===== src/rtl/mux3_arbiter.sv =====
// rtl/mux3_arbiter.sv - three-way round-robin arbiter with hold limit, drives select for mux3b1
//
// Ports:
//   clk      rising-edge clock
//   reset_n  asynchronous active-low reset
//   req[2:0] level request lines, bit0=A, bit1=B, bit2=C
//   gnt[2:0] registered grant, zero or one-hot, same bit mapping as req
//   s[1:0]   registered mux select, 0=A 1=B 2=C; holds last owner while idle
//   busy     registered, high while a grant is outstanding
module mux3_arbiter #(
    parameter int MAX_HOLD = 4
) (
    input  logic       clk,
    input  logic       reset_n,
    input  logic [2:0] req,
    output logic [2:0] gnt,
    output logic [1:0] s,
    output logic       busy
);

    typedef enum logic {
        IDLE = 1'b0,
        OWN  = 1'b1
    } state_t;

    localparam logic [3:0] MAX_HOLD_V = 4'(MAX_HOLD);

    state_t     state;
    logic [1:0] last;
    logic [3:0] hold;

    logic [1:0] cand0;
    logic [1:0] cand1;
    logic [1:0] cand2;
    logic [1:0] pick_idx;
    logic       pick_valid;
    logic       owner_req;
    logic       others;
    logic       hold_full;

    function automatic logic [1:0] rr_inc(input logic [1:0] idx);
        return (idx == 2'd2) ? 2'd0 : idx + 2'd1;
    endfunction

    function automatic logic req_at(input logic [2:0] r, input logic [1:0] idx);
        case (idx)
            2'd0:    return r[0];
            2'd1:    return r[1];
            2'd2:    return r[2];
            default: return 1'b0;
        endcase
    endfunction

    function automatic logic [2:0] to_onehot(input logic [1:0] idx);
        case (idx)
            2'd0:    return 3'b001;
            2'd1:    return 3'b010;
            2'd2:    return 3'b100;
            default: return 3'b000;
        endcase
    endfunction

    // Search order last+1, last+2, last. The current owner is always 'last',
    // so it lands at the end of the order: on release or preemption any other
    // pending requester wins before the owner could be picked again.
    always_comb begin
        cand0      = rr_inc(last);
        cand1      = rr_inc(cand0);
        cand2      = rr_inc(cand1);
        pick_valid = |req;
        pick_idx   = cand2;
        if (req_at(req, cand1)) begin
            pick_idx = cand1;
        end
        if (req_at(req, cand0)) begin
            pick_idx = cand0;
        end
    end

    always_comb begin
        owner_req = req_at(req, s);
        others    = |(req & ~gnt);
        hold_full = (hold >= MAX_HOLD_V);
    end

    always_ff @(posedge clk or negedge reset_n) begin
        if (!reset_n) begin
            state <= IDLE;
            gnt   <= 3'b000;
            s     <= 2'd0;
            busy  <= 1'b0;
            hold  <= 4'd0;
            last  <= 2'd2;
        end else begin
            case (state)
                IDLE: begin
                    if (pick_valid) begin
                        state <= OWN;
                        gnt   <= to_onehot(pick_idx);
                        s     <= pick_idx;
                        last  <= pick_idx;
                        busy  <= 1'b1;
                        hold  <= 4'd1;
                    end
                end
                OWN: begin
                    if (!owner_req || (hold_full && others)) begin
                        // Handover happens on the same edge as release, so
                        // there is never an idle bubble between owners.
                        if (pick_valid) begin
                            gnt  <= to_onehot(pick_idx);
                            s    <= pick_idx;
                            last <= pick_idx;
                            hold <= 4'd1;
                        end else begin
                            state <= IDLE;
                            gnt   <= 3'b000;
                            busy  <= 1'b0;
                        end
                    end else if (!hold_full) begin
                        hold <= hold + 4'd1;
                    end
                end
                default: begin
                    state <= IDLE;
                    gnt   <= 3'b000;
                    busy  <= 1'b0;
                end
            endcase
        end
    end

endmodule


===== config.mk =====
export PLATFORM = sky130hd
export DESIGN_NAME = mux3_arbiter
export DESIGN_NICKNAME = d
export VERILOG_FILES = /design/src/rtl/mux3_arbiter.sv
export SDC_FILE = /design/constraint.sdc
export NUM_CORES = 1
export LEC_CHECK = 0
export ABC_CLOCK_PERIOD_IN_PS = 4100
export CAP_MARGIN = 20
export CORE_MARGIN = 10
export CORE_UTILIZATION = 47
export CTS_CLUSTER_SIZE = 24
export DETAILED_ROUTE_END_ITERATION = 7
export GPL_TIMING_DRIVEN = 0
export PLACE_DENSITY = 0.71
export SYNTH_ARGS = -nofsm -noshare
export SYNTH_HDL_FRONTEND = slang
export SYNTH_SLANG_ARGS = --single-unit

===== constraint.sdc =====
create_clock -name clk -period 4.1 [get_ports clk]
set_input_delay 0.82 -clock clk [delete_from_list [all_inputs] [get_ports clk]]
set_output_delay 0.82 -clock clk [all_outputs]
set_load 0.01 [all_outputs]

Word-level counts from Yosys, hierarchy flattened
Cells that the tools add are included.
Cells by class
  $add $sub $neg: 4
  $lt $le $gt $ge: 1
  equality and inequality tests: 13
  mux-type cells: 30
  bitwise logic cells: 3
  reduce and logical (&&, ||, !) cells: 11
Operators by type and width (number)
  2-bit two-way mux: 9
  4-bit two-way mux: 3
  2-bit == test, second input constant: 5
  3-bit two-way mux: 3
  1-bit case mux with 3 select lines: 3
  3-bit case mux with 3 select lines: 1
  2-bit by 1-bit == test with 1-bit output, second input constant: 4
  2-bit logical NOT: 4
  2-bit case mux with 2 select lines: 2
  4-bit case mux with 2 select lines: 1
  2-bit by 1-bit adder with 2-bit output, second input constant: 3
  3-bit case mux with 2 select lines: 1
  3-bit OR reduction: 2
  1-bit two-way mux: 5
  4-bit by 1-bit adder with 4-bit output, second input constant: 1
  4-bit by 3-bit greater-or-equal comparator with 1-bit output, second input constant: 1
  2-bit != test, second input constant: 2
  1-bit case mux with 2 select lines: 2
  3-bit bitwise AND: 1
  3-bit by 2-bit != test with 1-bit output, second input constant: 1
  3-bit inverter: 1
  3-bit AND reduction: 1
  2-bit by 1-bit != test with 1-bit output, second input constant: 1
  2-bit AND reduction: 1
  other kinds (4): 4
Storage, ports and cells
  register bits after elaboration: 13
  bits of input ports: 5
  output and inout port bits: 6
  word-level logic and storage cells: 68

Logic depth before layout (Yosys ltp)
  word-level depth: 13
  depth in mapped cells: 5
  depth with buffers taken out: 4

Worst setup path before layout
Ideal clock, no wire load.
  kind: input to register
  start: input port req[1]
  end: register gnt[0]
  library setup time: 0.122 ns
  arrival time: 1.823 ns
  data required time: 3.978 ns
  slack: 2.156 ns
  stages: 5
  path buffers: 1
  path through: and2b_1 -> o31a_1 -> o21a_1 -> clkbuf_1 -> a32o_1
On the way
  longest elaborated chain between the ends: 8
  elaborated cells between the ends (all ways): 22
  classes of those cells: 4 x eq/ne; 10 x mux; 1 x bitwise; 7 x reduce/logical
Ends and longest elaborated chain
  from (decl): line 15  | input logic [2:0] req,
  1-bit case mux with 3 select lines: line 46  | case (idx)
  2-bit two-way mux: line 72  | if (req_at(req, cand1)) begin
  2-bit two-way mux: line 75  | if (req_at(req, cand0)) begin
  2-bit == test (tied with other cells): line 55  | case (idx)
  3-bit case mux with 3 select lines: line 55
  3-bit two-way mux: line 110  | if (pick_valid) begin
  3-bit two-way mux: line 107  | if (!owner_req || (hold_full && others)) begin
  3-bit case mux with 2 select lines: line 95  | case (state)
  to (signal assigned): line 99  | gnt <= to_onehot(pick_idx);
  to (signal assigned): line 111  | gnt <= to_onehot(pick_idx);
  to (decl): line 16  | output logic [2:0] gnt,
Several ways; a longest one is shown, not always the timed one. The select of a mux whose other input is x is not followed.
A chain may end at the register's enable or synchronous reset.

Worst setup path after layout
Ends and elaborated chain as after synthesis.

==> metrics.txt <==
status=completed; routed vias=494; hold buffers post-CTS=0; min Tclk post-route=between 2 and 2.5 ns; setup_tns=0 ns; DRT iter0 DRCs=14; Core ar.=around 1300 µm²; largest net degree at the start of global routing=13; wire per inst=15.0 µm; Max-slew headroom=0.637; GRT Util Overall=0.0884; Worst Setup End Kind=register; # diodes=0; Power Density=approximately 690 nW/µm²; hpwl dp=around 1000 µm; asr flop ratio synth=1.00; Worst Path Required=4.26 ns; Total Die Area=~3200 µm²; total of max-cap violations=0; Max Slew Vio Count=0; grt total ovfl=0; Clock Latency Late Sink=0.27 ns; final core utilization=0.605; PortBufs=10; CTS H-Tree Depth=1; Avg Synthesized Cell Area=10.7 µm²; GPL Wtd Cong=just under 0.8; synth top area cells=dfrtp_1, mux2i_1, dfstp_2, and2b_1, a31oi_1; cell accounting for the most synthesized area=dfrtp_1; Worst EP arrival=around 2.5 ns; final hold slack=0.506 ns; postcts setup bufs=0; DRC viols=0; Crit Path Max Fanout=6; Power Total=~0.53 mW; 1st-pass router iterations=4; Hold Crit Start=hold[2]$_DFFE_PN0P_; synthesis-stage register bit count=12; CTS Sinks=12; worst slew pin tran=roughly 0.54 ns; vias in the first global route=approximately 490; number of synthesized flops with an enable pin=0; routed wire length=between 1 and 1.5 mm; Mapped Area=~620 µm²; Leak=approximately 0.33 nW; first-pass GRT wire length=between 2 and 2.5 mm; CTS tree=done; fill count=roughly 110; RR Startpoint=last[0]$_DFFE_PN0P_; I/O Pins=11; Max Clock Skew=~0.0034 ns; CP Launch Type=input port; fin nets=79; Crit Path Category=input port to register; die boundary width=56.4 µm; crit share post-route=0.567; Site Rows=13; YS warnings=0; Worst-path clk slew=around 0.070 ns; Layout area overhead=23.3%; post_cts resized=0; share of cells above drive strength 1=0.0833; share of the synthesized area in the top cell type=0.443; initial antenna violation count=0; Starting Density=0.490; TritonCTS Buffers=3; Die Y=56.4 µm; Worst VDD drop=0.000313 V; Clock Path Buffers=2; sequential fraction of the synthesis area=0.485; r2r setup slk=2.41 ns; Worst Hold Class=register to register; crit path launch=req[1]; Synth cell types=29; Fmax=about 0.43 GHz; RSZ-0062 raised after global routing=no; gate count after technology mapping=just under 60; Post-synth top flop=dfrtp_1; Antenna Nets Post-Route=0; clk root buf=clkbuf_4; synthesized net count=between 60 and 70; final hold violation count=0; Via density=between 5 and 6; Setup-failing EPs final=0
## through the flow
step / setup slack, ns / instances / cell area, µm²
floorplan: 2.16 / 58 / 622
global placement: 1.51 / 83 / 741
global route: 1.68 / 87 / 767
CTS: 1.77 / 87 / 767
detailed placement: 1.49 / 83 / 741
finish: 1.78 / 87 / 767
## flip-flops by register name, indices dropped and copies added (netlist names)
signal,cells
busy,1
gnt,3
hold,4
last,2
s,1
state,1
## per-layer routing
layer  vias to the layer above  wire length (µm)  GRT usage
met3                         4               120     0.0382
met4                         0                25     0.0619
met1                       229               580      0.107
li1                        239                 -          -
met5                         -                 0          0
met2                        22               579      0.120
## cells by family after synthesis
| family | Yosys count | share of synthesized area |
|---|---|---|
| compound gates | 16 | 0.185 |
| xor+xnor | 1 | 0.0141 |
| fa+ha+maj | 2 | 0.0362 |
| buf+inv | 8 | 0.0543 |
| flops | 12 | 0.485 |
| mux | 5 | 0.0805 |
| simple gates | 14 | 0.145 |
## cell usage in the layout, fill, tap and decap left out
| cell | synthesis | final |
|---|---|---|
| o21a_1 | 1 | 1 |
| buf_4 | 1 | 1 |
| or4_1 | 1 | 1 |
| dfrtp_1 | 11 | 11 |
| nand4b_1 | 1 | 1 |
| nor2_1 | 3 | 3 |
| xnor2_1 | 1 | 1 |
| maj3_1 | 1 | 1 |
| nand2b_1 | 1 | 1 |
| a32o_1 | 1 | 1 |
| or2b_1 | 1 | 1 |
| a31oi_1 | 3 | 3 |
| inv_1 | 5 | 5 |
| clkbuf_1 | 2 | 3 |
| dfstp_2 | 1 | 1 |
| clkbuf_4 | 0 | 3 |
| a21oi_1 | 1 | 1 |
| or3_1 | 1 | 1 |
| nand2_1 | 1 | 1 |
| o31a_1 | 2 | 2 |
| o2bb2ai_1 | 2 | 2 |
| o31ai_1 | 1 | 1 |
| or2_2 | 1 | 1 |
| and2b_1 | 3 | 3 |
| mux2i_1 | 5 | 5 |
| a32oi_1 | 1 | 1 |
| ha_1 | 1 | 1 |
| o21ai_0 | 2 | 2 |
| clkdlybuf4s50_1 | 0 | 10 |
| o22ai_1 | 2 | 2 |
| or4b_1 | 1 | 1 |
## power breakdown
group	switching [mW]	leakage, nW	internal [mW]	total [mW]
Clock	0.0388	0.0150	0.0377	0.0765
Combinational	0.116	0.174	0.135	0.251
Sequential	0.0378	0.145	0.163	0.200
Total	0.193	0.334	0.335	0.528
## final timing paths
check / endpoint / cells after the start
worst max register to register: hold[1]$_DFFE_PN0P_ / 4
max in group asynchronous: last[1]$_DFFE_PN1P_ / 1
worst min-delay path: hold[2]$_DFFE_PN0P_ / 1
min in group asynchronous: hold[3]$_DFFE_PN0P_ / 1
worst min register to register: hold[2]$_DFFE_PN0P_ / 1
worst max-delay path: gnt[0]$_DFFE_PN0P_ / 6
## cell usage after synthesis, types with 2 or more instances
master     instances
o21ai_0            2
mux2i_1            5
o31a_1             2
and2b_1            3
o2bb2ai_1          2
dfrtp_1           11
a31oi_1            3
nor2_1             3
o22ai_1            2
inv_1              5
clkbuf_1           2
## area by class of cell
cell class | instances | area, µm² | share of cell area
multi-input combinational | 38 | 287 | 0.374
tap | 15 | 18.8 | 0.0245
clock buffer | 4 | 26.3 | 0.0343
buffer | 3 | 15.0 | 0.0196
inverter | 5 | 18.8 | 0.0245
sequential | 12 | 302 | 0.393
timing repair buffer | 10 | 100 | 0.131
## critical path, cell delays in order
cell             delay [ns]
clkdlybuf4s50_1        0.48
and2b_1                0.21
o31a_1                 0.32
o21a_1                 0.17
clkbuf_1               0.21
a32o_1                 0.28
Power figures use the tool's default switching activity.
